`src/rtl/write_axi4_interface_if.sv`:
```
// ----------------------------------------------------------------------------
// write_axi4_interface_if
//   Single-beat AXI4 write bundle (AW, W and B channels) between the FIFO
//   write engine and an AXI4 slave.
//
//   master : drives AW/W payload and valids, drives bready.
//   slave  : drives awready/wready, bvalid/bresp.
// ----------------------------------------------------------------------------
interface write_axi4_interface_if;
  logic        axi_awvalid;
  logic [31:0] axi_awaddr;
  logic        axi_awready;

  logic        axi_wvalid;
  logic [31:0] axi_wdata;
  logic [3:0]  axi_wstrb;
  logic        axi_wlast;
  logic        axi_wready;

  logic        axi_bvalid;
  logic [1:0]  axi_bresp;
  logic        axi_bready;

  modport master (
    output axi_awvalid, axi_awaddr,
    input  axi_awready,
    output axi_wvalid, axi_wdata, axi_wstrb, axi_wlast,
    input  axi_wready,
    input  axi_bvalid, axi_bresp,
    output axi_bready
  );

  modport slave (
    input  axi_awvalid, axi_awaddr,
    output axi_awready,
    input  axi_wvalid, axi_wdata, axi_wstrb, axi_wlast,
    output axi_wready,
    output axi_bvalid, axi_bresp,
    input  axi_bready
  );
endinterface

```
`src/rtl/write_axi4_interface.sv`:
```
// ----------------------------------------------------------------------------
// write_axi4_interface
//   Moves w_size_data bytes from a read-latency-1 FIFO to AXI4 memory starting
//   at waddr_reg, one 32-bit single-beat burst at a time (AW + W, then wait
//   for B). Sizes that are not a multiple of 4 round up to whole beats.
//
// Ports
//   clk, rst      : rising-edge clock, synchronous active-high reset
//   start_write   : begin a transfer (honoured only when idle)
//   w_size_data   : transfer length in bytes (0 = immediate done)
//   waddr_reg     : destination base byte address
//   write_done    : one-cycle pulse when the transfer finishes
//   write_err     : sticky, set by any non-OKAY write response
//   fifo_empty    : FIFO empty flag
//   ren           : FIFO read enable; data appears on fifo_rdata next cycle
//   fifo_rdata    : FIFO read data
//   axi           : AXI4 AW/W/B channels (master side)
// ----------------------------------------------------------------------------
module write_axi4_interface (
  input  logic                          clk,
  input  logic                          rst,
  input  logic                          start_write,
  input  logic [15:0]                   w_size_data,
  input  logic [31:0]                   waddr_reg,
  output logic                          write_done,
  output logic                          write_err,
  input  logic                          fifo_empty,
  output logic                          ren,
  input  logic [31:0]                   fifo_rdata,
  write_axi4_interface_if.master        axi
);

  typedef enum logic [2:0] {
    W_IDLE  = 3'd0,
    W_FETCH = 3'd1,
    W_LOAD  = 3'd2,
    W_XFER  = 3'd3,
    W_RESP  = 3'd4
  } state_t;

  state_t      state;
  state_t      state_nxt;
  logic [16:0] write_cnt;     // bytes completed; 17 bits so +4 past 65532 cannot wrap
  logic [16:0] cnt_plus4;
  logic        more_beats;
  logic        aw_pend_nxt;   // AW still outstanding after this edge
  logic        w_pend_nxt;    // W still outstanding after this edge
  logic        b_fire;

  assign cnt_plus4   = write_cnt + 17'd4;
  assign more_beats  = cnt_plus4 < {1'b0, w_size_data};
  assign aw_pend_nxt = axi.axi_awvalid & ~axi.axi_awready;
  assign w_pend_nxt  = axi.axi_wvalid & ~axi.axi_wready;
  assign b_fire      = axi.axi_bvalid & axi.axi_bready;

  // Every beat is a complete single-beat burst, so strobe and last simply
  // follow the data valid.
  assign axi.axi_wstrb = {4{axi.axi_wvalid}};
  assign axi.axi_wlast = axi.axi_wvalid;

  // NOTE: state and every register below update with non-blocking assignments
  // so all flops sample pre-edge values regardless of process ordering.
  always_ff @(posedge clk) begin
    if (rst) state <= W_IDLE;
    else     state <= state_nxt;
  end

  // NOTE: every output of this block gets a default before the case so no
  // path leaves a value unassigned, which would otherwise infer a latch.
  always_comb begin
    state_nxt = state;
    ren       = 1'b0;
    case (state)
      W_IDLE:  if (start_write && (w_size_data != 16'd0)) state_nxt = W_FETCH;
      W_FETCH: begin
        // ren is gated by !fifo_empty combinationally, so it can never fire
        // on an empty FIFO and only one word is ever in flight.
        if (!fifo_empty) begin
          ren       = 1'b1;
          state_nxt = W_LOAD;
        end
      end
      W_LOAD:  state_nxt = W_XFER;
      W_XFER:  if (!aw_pend_nxt && !w_pend_nxt) state_nxt = W_RESP;
      W_RESP:  if (b_fire) state_nxt = more_beats ? W_FETCH : W_IDLE;
      default: state_nxt = W_IDLE;
    endcase
  end

  // NOTE: the datapath registers are reset too, because every output must
  // read zero straight after reset, even when it strikes mid-transfer.
  always_ff @(posedge clk) begin
    if (rst) begin
      write_cnt       <= '0;
      write_done      <= 1'b0;
      write_err       <= 1'b0;
      axi.axi_awvalid <= 1'b0;
      axi.axi_awaddr  <= '0;
      axi.axi_wvalid  <= 1'b0;
      axi.axi_wdata   <= '0;
      axi.axi_bready  <= 1'b0;
    end else begin
      write_done <= 1'b0;
      case (state)
        W_IDLE: begin
          write_cnt <= '0;
          if (start_write) begin
            if (w_size_data == 16'd0) write_done <= 1'b1;
            else                      write_err  <= 1'b0;
          end
        end
        W_LOAD: begin
          axi.axi_wdata   <= fifo_rdata;
          axi.axi_awaddr  <= waddr_reg + {15'd0, write_cnt};
          axi.axi_awvalid <= 1'b1;
          axi.axi_wvalid  <= 1'b1;
        end
        W_XFER: begin
          // AW and W retire independently; B is opened once both are gone.
          if (!aw_pend_nxt) axi.axi_awvalid <= 1'b0;
          if (!w_pend_nxt)  axi.axi_wvalid  <= 1'b0;
          if (!aw_pend_nxt && !w_pend_nxt) axi.axi_bready <= 1'b1;
        end
        W_RESP: begin
          if (b_fire) begin
            axi.axi_bready <= 1'b0;
            write_cnt      <= cnt_plus4;
            if (axi.axi_bresp != 2'b00) write_err <= 1'b1;
            if (!more_beats)            write_done <= 1'b1;
          end
        end
        default: ;
      endcase
    end
  end

endmodule

```
`src/flat_wrapper.sv`:
```
// flat-port wrapper written by rule: the top's interface ports become plain ports
module write_axi4_interface_flat 
  (clk, rst, start_write, w_size_data, waddr_reg, write_done, write_err, fifo_empty, ren, fifo_rdata, axi_axi_awvalid, axi_axi_awaddr, axi_axi_awready, axi_axi_wvalid, axi_axi_wdata, axi_axi_wstrb, axi_axi_wlast, axi_axi_wready, axi_axi_bvalid, axi_axi_bresp, axi_axi_bready);
  write_axi4_interface_if axi_i ();
  input  logic clk;
  input  logic rst;
  input  logic start_write;
  input  logic [15:0] w_size_data;
  input  logic [31:0] waddr_reg;
  output logic write_done;
  output logic write_err;
  input  logic fifo_empty;
  output logic ren;
  input  logic [31:0] fifo_rdata;
  output wire logic [$bits(axi_i.axi_awvalid)-1:0] axi_axi_awvalid;
  output wire logic [$bits(axi_i.axi_awaddr)-1:0] axi_axi_awaddr;
  input wire logic [$bits(axi_i.axi_awready)-1:0] axi_axi_awready;
  output wire logic [$bits(axi_i.axi_wvalid)-1:0] axi_axi_wvalid;
  output wire logic [$bits(axi_i.axi_wdata)-1:0] axi_axi_wdata;
  output wire logic [$bits(axi_i.axi_wstrb)-1:0] axi_axi_wstrb;
  output wire logic [$bits(axi_i.axi_wlast)-1:0] axi_axi_wlast;
  input wire logic [$bits(axi_i.axi_wready)-1:0] axi_axi_wready;
  input wire logic [$bits(axi_i.axi_bvalid)-1:0] axi_axi_bvalid;
  input wire logic [$bits(axi_i.axi_bresp)-1:0] axi_axi_bresp;
  output wire logic [$bits(axi_i.axi_bready)-1:0] axi_axi_bready;
  assign axi_axi_awvalid = axi_i.axi_awvalid;
  assign axi_axi_awaddr = axi_i.axi_awaddr;
  assign axi_i.axi_awready = axi_axi_awready;
  assign axi_axi_wvalid = axi_i.axi_wvalid;
  assign axi_axi_wdata = axi_i.axi_wdata;
  assign axi_axi_wstrb = axi_i.axi_wstrb;
  assign axi_axi_wlast = axi_i.axi_wlast;
  assign axi_i.axi_wready = axi_axi_wready;
  assign axi_i.axi_bvalid = axi_axi_bvalid;
  assign axi_i.axi_bresp = axi_axi_bresp;
  assign axi_axi_bready = axi_i.axi_bready;
  write_axi4_interface u_core (.clk(clk), .rst(rst), .start_write(start_write), .w_size_data(w_size_data), .waddr_reg(waddr_reg), .write_done(write_done), .write_err(write_err), .fifo_empty(fifo_empty), .ren(ren), .fifo_rdata(fifo_rdata), .axi(axi_i));
endmodule
```
`config.mk`:
```
export PLATFORM = sky130hd
export DESIGN_NAME = write_axi4_interface_flat
export DESIGN_NICKNAME = d
export VERILOG_FILES = /design/src/rtl/write_axi4_interface_if.sv /design/src/rtl/write_axi4_interface.sv /design/src/flat_wrapper.sv
export SDC_FILE = /design/constraint.sdc
export NUM_CORES = 1
export LEC_CHECK = 0
export ABC_CLOCK_PERIOD_IN_PS = 3990
export CORE_MARGIN = 2
export CORE_UTILIZATION = 40
export DETAILED_ROUTE_END_ITERATION = 7
export PLACE_DENSITY = 0.83
export SETUP_SLACK_MARGIN = 0.4
export SYNTH_ARGS = -nofsm -noshare
export SYNTH_HDL_FRONTEND = slang
export SYNTH_SLANG_ARGS = --single-unit
```
`constraint.sdc`:
```
create_clock -name clk -period 3.99 [get_ports clk]
set_input_delay 0.399 -clock clk [delete_from_list [all_inputs] [get_ports clk]]
set_output_delay 0.399 -clock clk [all_outputs]
set_load 0.02 [all_outputs]
```
* Yosys cells after proc, flatten, opt, wreduce, memory -nomap -nowiden
Cells that the tools add are included.
Word-level totals: register bits after elaboration 89, word-level logic and storage cells 74, output and inout port bits 75, input bits 89
Operators by class: eq/ne operators 13, order comparisons 1, $add $sub $neg 2, bitwise logic cells 5, mux-type cells 27, reduce and logical (&&, ||, !) cells 17
Operators by type and width (count):
- one-hot mux 17 bit (2 select lines) | 1
- adder 32 x 17 -> 32 bit | 1
- adder 17 x 3 -> 17 bit (second input constant) | 1
- less-than comparator 17 x 16 -> 1 bit | 1
- two-way mux 17 bit | 1
- zero test 16 bit | 1
- nonzero test 16 bit | 1
- two-way mux 1 bit | 15
- one-hot mux 3 bit (5 select lines) | 1
- two-way mux 3 bit | 4
- != test 2 bit (second input constant) | 5
- one-hot mux 1 bit (2 select lines) | 5
- != test 2 x 1 -> 1 bit (second input constant) | 4
- nonzero test 2 bit | 4
- equality test 3 x 2 -> 1 bit (second input constant) | 2
- AND reduction 2 bit | 3
- AND reduction 5 bit | 1
- AND reduction 4 bit | 1
- AND 1 bit | 3
- equality test 3 x 1 -> 1 bit (second input constant) | 1
- equality test 3 bit (second input constant) | 1
- zero test 3 bit | 1
- AND reduction 3 bit | 1
- logical AND 1 bit | 2
- other kinds (2) | 4

* Logic depth before layout (Yosys ltp)
Gate-level depths: netlist (run 1).
word-level depth 6, depth in mapped cells 14, gate-level depth less buffers 13

* Worst setup path before layout (run 1)
OpenSTA, ideal clock, no wires.
path type reg2reg, start reg u_core.write_cnt[2], end reg u_core.state[0], cell stages (with the launch flop) 13, data arrival time 2759 ps, path buffers 1, setup time 80 ps, setup slack 1151 ps, cell sequence dfxtp_1 -> ha_1 -> nand2_1 -> or2_0 -> buf_2 -> nor2_2 -> xor2_1 -> ha_1 -> a211oi_1 -> a211oi_1 -> a2111o_1 -> o32ai_1 -> nor3b_1
Between the ends: cells in the longest elaborated chain, start to end 5
Ends and longest elaborated chain:
- from (decl) | line write_axi4_interface.sv:43 | logic [16:0] write_cnt;
- from (signal assigned) | line write_axi4_interface.sv:127 | write_cnt <= cnt_plus4;
- adder 17 x 3 -> 17 bit | line write_axi4_interface.sv:50 | assign cnt_plus4 = write_cnt + 17'd4;
- less-than comparator 17 x 16 -> 1 bit | line write_axi4_interface.sv:51 | assign more_beats = cnt_plus4 < {1'b0, w_size_data};
- two-way mux 1 bit | line write_axi4_interface.sv:85 | W_RESP: if (b_fire) state_nxt = more_beats ? W_FETCH : W_IDLE;
- two-way mux 3 bit | line write_axi4_interface.sv:85
- one-hot mux 3 bit (5 select lines) | line write_axi4_interface.sv:73 | case (state)
- to (signal assigned) | line write_axi4_interface.sv:65 | else state <= state_nxt;
- to (decl) | line write_axi4_interface.sv:41 | state_t state;
No other way between the ends. The select of a mux whose other input is x is not followed. A chain may end at the register's enable or synchronous reset.

* Worst setup path in the final report (run 1)
start reg u_core.write_cnt[4], end reg u_core.state[0]
The elaborated chain is that of the path after synthesis.

==> results.py, run 1 <==
metrics = {
    "synth": {
        "yosysTopAreaCellShare_pct": 37.0,
        "avgSynthCellArea_um2": 7.74,
        "synth-main-ff-cell": "dfxtp_1",
        "synth.distinct_cells": 53,
        "ys_seq_area_share_pct": 37.0,
        "synth.ff_latch_count": 87,
        "synth_area_um2": 4700,
        "yosysWarnings": 0,
        "syn_nets": 727,
        "synth_largest_area_cell": "dfxtp_1",
        "ys_async_sr_fraction_pct": 0,
        "synth_edf_count": 0,
        "netlist_instances": 608,
        "synthTopCellsByArea": "dfxtp_1 (37%), nand2_1 (9.4%), a21oi_1 (8.2%), ha_1 (8.0%), xor2_1 (4.1%)",
    },
    "floorplanning": {
        "die_h_um": 112,
        "initial_core_util_pct": 41.0,
        "io_pins": 164,
        "die-area_um2": 12600,
        "die_w_um": 112,
        "core_region_area_um2": 11500,
        "rows": 39,
    },
    "clock_network": {
        "cts_sinks": 87,
        "clock_path_buffers": 2,
        "cts_hold_buf": 0,
        "tritoncts": "yes",
        "clock_latency_ps": 340,
        "numCtsBuffers": 9,
        "clockRootBuffer": "clkbuf_16",
        "clk_pin_slew_ps": 70,
        "cts_resized": 0,
        "cts_setup_buffers": 0,
        "cts_htree_levels": 3,
    },
    "detailed_routing": {
        "initialDrtViolationCount": 261,
        "antenna_left": 0,
        "avgViaCountPerCell": 5.12,
        "wl_mm": 12.6,
        "dr.pass1.iters": 4,
        "drc": 0,
        "wl_per_cell_um": 14.1,
        "vias": 4575,
    },
    "global_routing": {
        "grt_usage_pct": 20.0,
        "grt_pass1_wl_mm": 20.6,
        "grt_overflow_total": 0,
        "grt_start_max_net_pins": 56,
        "antenna_found_initial": 0,
        "grt_pass1_vias": 4260,
    },
    "sta": {
        "tns_ps": 0,
        "period_share_pct": 82.5,
        "min_period_ps": 3290,
        "slew_headroom_pct": 55.1,
        "clock.fmax_mhz": 304,
        "slew_violations": 0,
        "finalSetupViolCount": 0,
        "rsz0062_at_grt": "no",
        "worst_pin_slew_ps": 667,
        "hold_viol_final": 0,
        "finClkSkew_ps": 5.61,
        "fin_ws_ps": 700,
        "hold_slack_ps": 323,
    },
    "final_layout": {
        "mostFrequentLayoutCell": "clkdlybuf4s50_1",
        "area_growth_pct": 41.2,
        "diodes": 0,
        "layout_common_cells": "clkdlybuf4s50_1 (162), nand2_1 (118), dfxtp_1 (87)",
        "n_fill_cell": 1020,
        "nets": 865,
        "post-route-util_pct": 57.9,
        "drive_above_1_share_pct": 4.79,
    },
    "worst_setup_path": {
        "critPathMaxStageDelay_ps": 590,
        "r2r_slack_ps": 700,
        "worstPathArrival_ps": 3550,
        "required_ps": 4250,
        "cp-start-kind": "flop",
        "reg2reg_to": "u_core.state[0]",
        "ff2ff_path_depth": 11,
        "cp-startpoint": "u_core.write_cnt[4]",
        "endpoint": "u_core.state[0]",
        "cp_max_fo": 7,
        "worst_setup_path_end_kind": "flop",
        "cp_slowest_cell": "nor4_1",
        "r2r_start": "u_core.write_cnt[4]",
        "criticalPathCategory": "flop to flop",
        "path_cells": "nand3_2, nor4_1, and3_1, and3_2, xor2_1, ha_1, nand3_1, a211oi_1, a2111o_1, o32ai_1, nor3b_1",
    },
    "placed_design": {
        "routabilityCongestion": 0.898,
        "place_hpwl_mm": 9.50,
        "dp_slack_ps": 678,
        "numPortBuffers": 163,
    },
    "status": {
        "outcome": "completed",
    },
    "power_and_ir_drop": {
        "vdd_ir_drop_max_mv": 0.320,
        "powerDensity_nw_per_um2": 302,
        "p_leak_uw": 0.00254,
    },
    "flow_run": {
        "drv_cap": 0,
    },
    "hold_path": {
        "hold_path.class": "primary input to flop",
    },
}
cell families after synthesis:
family / synth area share [%]
AND/OR/NAND/NOR: 25.2
multiplexers: 0.213
AO/OA/AOI/OAI: 17.0
XOR/XNOR: 6.70
buffers and inverters: 5.82
adder cells (fa/ha/maj): 7.98
flip-flops: 37.0
area by class of cell:
| type | instances | area [µm²] | area share (%) |
|---|---|---|---|
| Timing Repair Buffer | 168 | 1660 | 25.0 |
| Tap cell | 143 | 179 | 2.69 |
| Clock buffer | 9 | 225 | 3.39 |
| Sequential cell | 87 | 1740 | 26.2 |
| Multi-Input combinational cell | 456 | 2700 | 40.6 |
| Inverter | 24 | 90.1 | 1.36 |
| Clock inverter | 7 | 46.3 | 0.697 |
per-layer routing:
layer  wire length [µm]  global-route usage, %
met1               5810                   25.2
met2               5930                   33.6
met3                619                   5.45
met4                211                   5.77
met5                  0                      0
cell usage after synthesis (7+ instances only):
master and count:
nand3_1 21, a21oi_1 77, xor2_1 22, nor4_1 7, nand2_1 118, nor2b_1 9, and3_1 8, a22oi_1 8
clkbuf_1 25, ha_1 30, buf_2 9, inv_1 24, dfxtp_1 87, xnor2_1 14, nor2_1 51, a211oi_1 15
o21ai_0 14
state kept, by name, indices dropped and copies added, names as in the netlist:
name and cells:
u_core.axi.axi_wdata 32, u_core.axi.axi_wlast 1, u_core.axi.axi_bready 1, u_core.axi.axi_awvalid 1, u_core.write_err 1, u_core.axi.axi_awaddr 32
u_core.write_done 1, u_core.write_cnt 15, u_core.state 3
where the power goes:
part           internal (µW)  switching (µW)  leakage (µW)
sequential               893            18.2      0.000703
combinational            165             150       0.00169
clock                    424             357      0.000140
total                   1480             525       0.00254
how the worst min path moves through the flow:
| stage | start | endpoint | cells after the start |
|---|---|---|---|
| floorplan | u_core.write_cnt[3] | u_core.write_cnt[3] | 2 |
| CTS | rst | u_core.axi.axi_awaddr[19] | 2 |
| detailed placement | u_core.axi.axi_awaddr[1] | u_core.axi.axi_awaddr[1] | 2 |
| finish | rst | u_core.axi.axi_awaddr[19] | 2 |
| global route | rst | u_core.axi.axi_awaddr[19] | 2 |
| global placement | u_core.axi.axi_wdata[28] | u_core.axi.axi_wdata[28] | 2 |
metrics by stage:
step,cells,total power (µW),cell area (µm²)
after floorplan,608,1080,4700
after global placement,878,1240,6370
after detailed placement,878,1250,6370
after CTS,894,2040,6650
after global routing,894,2100,6650
final,894,2010,6650
critical path: cells and delay by family, from the launching register on:
family	cells	cell delay (ps)
flops	1	490
xor+xnor	1	200
simple gates	6	1550
fa+ha+maj	1	270
compound gates	3	710
(Power assumes the default switching activity.)
==> run 2: changes to the inputs <==
--- a/config.mk
+++ b/config.mk
@@ -5,7 +5,7 @@
 export SDC_FILE = /design/constraint.sdc
 export NUM_CORES = 1
 export LEC_CHECK = 0
-export ABC_CLOCK_PERIOD_IN_PS = 3990
+export ABC_CLOCK_PERIOD_IN_PS = 3300
 export CORE_MARGIN = 2
 export CORE_UTILIZATION = 40
 export DETAILED_ROUTE_END_ITERATION = 7
==> constraint.sdc (replaced) <==
create_clock -name clk -period 3.3 [get_ports clk]
set_input_delay 0.33 -clock clk [delete_from_list [all_inputs] [get_ports clk]]
set_output_delay 0.33 -clock clk [all_outputs]
set_load 0.02 [all_outputs]
==> results.py, run 2 (same netlist as run 1, synthesis figures left out) <==
metrics = {
    "status": {
        "outcome": "completed",
    },
    "worst_setup_path": {
        "required_ps": 3560,
        "ff2ff_path_depth": 11,
        "reg2reg_to": "u_core.state[0]",
        "criticalPathCategory": "flop to flop",
        "r2r_start": "u_core.write_cnt[3]",
        "cp-startpoint": "u_core.write_cnt[3]",
        "worst_setup_path_end_kind": "flop",
        "r2r_slack_ps": 530,
        "cp_max_fo": 6,
        "path_cells": "ha_4, nand2_1, or2_4, nor2_4, xor2_1, ha_1, a211oi_2, o2111ai_1, a2111o_1, o32ai_2, nor3b_2",
        "critPathMaxStageDelay_ps": 470,
        "cp_slowest_cell": "a2111o_1",
        "endpoint": "u_core.state[0]",
        "worstPathArrival_ps": 3040,
        "cp-start-kind": "flop",
    },
    "sta": {
        "tns_ps": 0,
        "slew_violations": 0,
        "finClkSkew_ps": 7.51,
        "clock.fmax_mhz": 360,
        "period_share_pct": 84.1,
        "hold_viol_final": 0,
        "worst_pin_slew_ps": 686,
        "slew_headroom_pct": 54.3,
        "finalSetupViolCount": 0,
        "min_period_ps": 2770,
        "rsz0062_at_grt": "yes",
    },
    "final_layout": {
        "stdcell_area_um2": 6870,
        "area_growth_pct": 46.0,
        "drive_above_1_share_pct": 8.39,
        "top_regs": "u_core.axi.axi_awaddr (32), u_core.axi.axi_wdata (32), u_core.write_cnt (15)",
        "diodes": 0,
        "nets": 877,
        "instances_no_fill": 906,
        "layout_common_cells": "clkdlybuf4s50_1 (162), nand2_1 (118), dfxtp_1 (81)",
        "mostFrequentLayoutCell": "clkdlybuf4s50_1",
    },
    "power_and_ir_drop": {
        "powerDensity_nw_per_um2": 366,
        "vdd_ir_drop_max_mv": 0.262,
        "p_leak_uw": 0.00262,
        "power.total_uw": 2510,
    },
    "placed_design": {
        "numPortBuffers": 163,
        "place_hpwl_mm": 9.56,
        "placed_area_um2": 6420,
        "dp_cells": 883,
        "routabilityCongestion": 0.868,
    },
    "global_routing": {
        "grt_start_max_net_pins": 44,
        "antenna_found_initial": 0,
        "grt_pass1_vias": 4394,
        "grt_pass1_wl_mm": 21.0,
        "grt_usage_pct": 20.2,
        "grt_overflow_total": 0,
    },
    "floorplanning": {
        "io_pins": 164,
        "core_region_area_um2": 11500,
        "initial_core_util_pct": 41.0,
        "die-area_um2": 12600,
        "rows": 39,
        "die_h_um": 112,
        "die_w_um": 112,
    },
    "detailed_routing": {
        "initialDrtViolationCount": 332,
        "drc": 0,
        "vias": 4730,
        "dr.pass1.iters": 4,
        "antenna_left": 0,
        "wl_mm": 12.8,
        "avgViaCountPerCell": 5.22,
        "wl_per_cell_um": 14.2,
    },
    "clock_network": {
        "numCtsBuffers": 9,
        "tritoncts": "yes",
        "clock_latency_ps": 340,
        "clk_pin_slew_ps": 60,
        "clockRootBuffer": "clkbuf_16",
        "cts_htree_levels": 3,
        "cts_sinks": 87,
        "clock_path_buffers": 2,
    },
    "hold_path": {
        "hold_path.class": "primary input to flop",
    },
    "flow_run": {
        "drv_cap": 0,
    },
}
==> run 2: cell type report <==
| cell class | instances | area, µm² |
|---|---|---|
| clock buffers | 12 | 246 |
| clock inverters | 4 | 55.1 |
| fillers | 1003 | 4600 |
| inverters | 24 | 90.1 |
| multi-input cells | 456 | 2770 |
| flip-flops and latches | 87 | 1760 |
| well taps | 143 | 179 |
| repair buffers | 180 | 1770 |
==> run 2: through the flow <==
stage	hold WS (ps)	utilization, %	worst slack, ps
after floorplan	466	-	461
after global routing	390	59.9	372
after detailed placement	444	56.0	151
final	357	59.9	526
after CTS	356	58.9	402
after global placement	441	56.0	232
==> run 2: worst min path at each step <==
stage	startpoint	end	slack, ps	cells past startpoint
after floorplan	waddr_reg[0]	u_core.axi.axi_awaddr[0]	470	2
after global placement	u_core.axi.axi_awaddr[6]	u_core.axi.axi_awaddr[6]	440	2
after detailed placement	u_core.axi.axi_awaddr[13]	u_core.axi.axi_awaddr[13]	440	2
after CTS	rst	u_core.axi.axi_wlast	360	2
after global routing	rst	u_core.state[2]	390	2
final	rst	u_core.axi.axi_awvalid	360	2
==> run 2: timing repair <==
action	CTS	global route
endpoints found under the hold margin	0	0
endpoints found under the setup margin	2	2
resized for setup	11	16
hold buffers	0	0
setup buffers	0	7
pin swaps	1	8
==> run 2: power breakdown <==
part	internal, µW	switching [µW]
Sequential	1080	22.5
Combinational	205	185
Clock	611	415
==> run 2: worst max-delay path: cells and delay by family, from the launching register on <==
| family | cells | cell delay, ps |
|---|---|---|
| XOR/XNOR | 1 | 170 |
| flip-flops | 1 | 380 |
| AO/OA/AOI/OAI | 4 | 1060 |
| AND/OR/NAND/NOR | 4 | 680 |
| adder cells (fa/ha/maj) | 2 | 410 |
==> run 2: metal layers <==
layer	global-route usage, %	vias to the layer above	share of wire [%]
met5	0	-	0
met4	6.67	0	2.1
met3	3.62	23	4.6
met2	33.6	138	48
met1	26.6	2180	45
li1	-	2389	-
==> run 3: changes to the inputs <==
--- a/config.mk
+++ b/config.mk
@@ -5,11 +5,11 @@
 export SDC_FILE = /design/constraint.sdc
 export NUM_CORES = 1
 export LEC_CHECK = 0
-export ABC_CLOCK_PERIOD_IN_PS = 3300
+export ABC_CLOCK_PERIOD_IN_PS = 2300
 export CORE_MARGIN = 2
 export CORE_UTILIZATION = 40
 export DETAILED_ROUTE_END_ITERATION = 7
-export PLACE_DENSITY = 0.83
+export PLACE_DENSITY = 0.86
 export SETUP_SLACK_MARGIN = 0.4
 export SYNTH_ARGS = -nofsm -noshare
 export SYNTH_HDL_FRONTEND = slang
==> constraint.sdc (replaced) <==
create_clock -name clk -period 2.3 [get_ports clk]
set_input_delay 0.23 -clock clk [delete_from_list [all_inputs] [get_ports clk]]
set_output_delay 0.23 -clock clk [all_outputs]
set_load 0.02 [all_outputs]
==> results.py, run 3 (same netlist as run 1, synthesis figures left out) <==
metrics = {
    "power_and_ir_drop": {
        "internal_power_uw": 2740,
        "vdd_ir_drop_max_mv": 0.294,
        "p_leak_uw": 0.00313,
        "pwr-share-seq_pct": 42.1,
        "powerDensity_nw_per_um2": 461,
        "netSwitchingFraction_pct": 26.4,
        "combinationalPowerShare_pct": 18.1,
        "clockPowerShare_pct": 39.8,
        "power.total_uw": 3730,
        "p_sw_uw": 985,
    },
    "worst_setup_path": {
        "critPathMaxStageDelay_ps": 430,
        "r2r_slack_ps": -570,
        "worst_setup_path_end_kind": "flop",
        "required_ps": 2570,
        "cp_max_fo": 2,
        "cp-start-kind": "flop",
        "criticalPathCategory": "flop to flop",
        "reg2reg_to": "u_core.state[0]",
        "path_cells": "nand3_4, nor4_4, xor2_1, ha_1, a21o_1, a211oi_4, o2111ai_2, a2111o_1, o32ai_1, nor3b_2",
        "ff2ff_path_depth": 10,
        "worstPathArrival_ps": 3140,
        "r2r_start": "u_core.write_cnt[10]",
        "cp_slowest_cell": "a2111o_1",
    },
    "sta": {
        "finalSetupViolCount": 17,
        "finClkSkew_ps": 11.0,
        "slew_violations": 0,
        "period_share_pct": 125,
        "fin_ws_ps": -568,
        "min_period_ps": 2870,
        "hold_viol_final": 0,
        "clock.fmax_mhz": 349,
        "worst_pin_slew_ps": 762,
        "rsz0062_at_grt": "yes",
        "tns_ps": -2250,
        "slew_headroom_pct": 48.9,
    },
    "placed_design": {
        "place_hpwl_mm": 10.4,
        "placed_area_um2": 6970,
        "numPortBuffers": 163,
        "dp_slack_ps": -527,
        "routabilityCongestion": 0.877,
    },
    "hold_path": {
        "holdCritStartpoint": "rst",
        "whs_path_depth": 2,
        "hold_path.class": "primary input to flop",
        "hold_end": "u_core.axi.axi_wlast",
    },
    "final_layout": {
        "n_fill_cell": 835,
        "stdcell_area_um2": 8080,
        "layout.area.seq_um2": 1770,
        "area_growth_pct": 71.7,
        "multi_input_area_um2": 3380,
        "layout_common_cells": "clkdlybuf4s50_1 (159), nand2_1 (111), dfxtp_1 (76)",
        "post-route-util_pct": 70.4,
        "nets": 945,
        "mostFrequentLayoutCell": "clkdlybuf4s50_1",
        "diodes": 0,
        "drive_above_1_share_pct": 24.9,
        "top_regs": "u_core.axi.axi_awaddr (32), u_core.axi.axi_wdata (32), u_core.write_cnt (15)",
    },
    "detailed_routing": {
        "drc": 0,
        "wl_mm": 16.7,
        "avgViaCountPerCell": 5.45,
        "vias": 5304,
        "initialDrtViolationCount": 457,
        "wl_per_cell_um": 17.1,
        "dr.pass1.iters": 5,
        "antenna_left": 0,
    },
    "global_routing": {
        "grt_start_max_net_pins": 44,
        "grt_pass1_wl_mm": 24.2,
        "grt_pass1_vias": 4997,
        "grt_overflow_total": 0,
        "grt_usage_pct": 23.3,
        "antenna_found_initial": 0,
    },
    "floorplanning": {
        "initial_core_util_pct": 41.0,
        "die_h_um": 112,
        "die_w_um": 112,
        "core_region_area_um2": 11500,
        "io_pins": 164,
        "die-area_um2": 12600,
        "rows": 39,
    },
    "status": {
        "outcome": "finished, violations left",
        "violations": "negative setup slack",
    },
    "clock_network": {
        "clk_pin_slew_ps": 70,
        "cts_sinks": 87,
        "clock_path_buffers": 2,
        "cts_htree_levels": 3,
        "numCtsBuffers": 9,
        "clockRootBuffer": "clkbuf_16",
        "clock_latency_ps": 340,
        "tritoncts": "yes",
        "cts_hold_buf": 0,
    },
    "flow_run": {
        "drv_cap": 0,
    },
}
[run 3: worst max-delay path, delay by kind of cell (launching register included)]
family / cells / cell delay [ps]
AO/OA/AOI/OAI: 5 / 1340
XOR/XNOR: 1 / 210
adder cells (fa/ha/maj): 1 / 290
flip-flops: 1 / 360
AND/OR/NAND/NOR: 3 / 600
[run 3: worst max-delay path by stage]
stage	to	slack, ps	cells past startpoint	startpoint
after global placement	u_core.state[0]	-380	11	u_core.write_cnt[3]
final	u_core.state[0]	-570	10	u_core.write_cnt[10]
after global routing	u_core.state[0]	-650	10	u_core.write_cnt[10]
after CTS	u_core.state[0]	-440	10	u_core.write_cnt[9]
after floorplan	u_core.state[0]	-330	12	u_core.write_cnt[2]
after detailed placement	u_core.state[0]	-530	10	u_core.write_cnt[6]
[run 3: what timing repair did]
action	in CTS	in global routing
buffers inserted	13	10
pin swaps	49	41
setup endpoints to repair	30	41
gates resized for setup	67	60
cloned	1	0
[run 3: cell type report]
| cell class | instances | area share (%) |
|---|---|---|
| multi-input combinational | 456 | 41.9 |
| timing repair buffer | 248 | 29.2 |
| sequential | 87 | 21.9 |
| clock buffer | 10 | 2.84 |
| tap | 143 | 2.22 |
| inverter | 24 | 1.12 |
| clock inverter | 6 | 0.852 |
[run 3: power by group through the flow]
stage | registers [µW] | logic (µW) | clock network (µW)
finish | 1570 | 674 | 1480
global placement | 1600 | 591 | 0
CTS | 1570 | 624 | 1500
detailed placement | 1600 | 598 | 0
global route | 1570 | 722 | 1570
floorplan | 1650 | 220 | 0
[run 3: stage by stage]
stage / instances / hold slack [ps]
after floorplan: 608 / 366
after global placement: 934 / 437
after detailed placement: 934 / 442
after CTS: 964 / 264
after global routing: 974 / 317
final: 974 / 285
[run 3: routing by layer]
layer	GRT usage, %	wire (µm)
met1	28.7	6760
met5	0	0
met4	8.21	507
met2	41.5	8500
met3	3.35	928
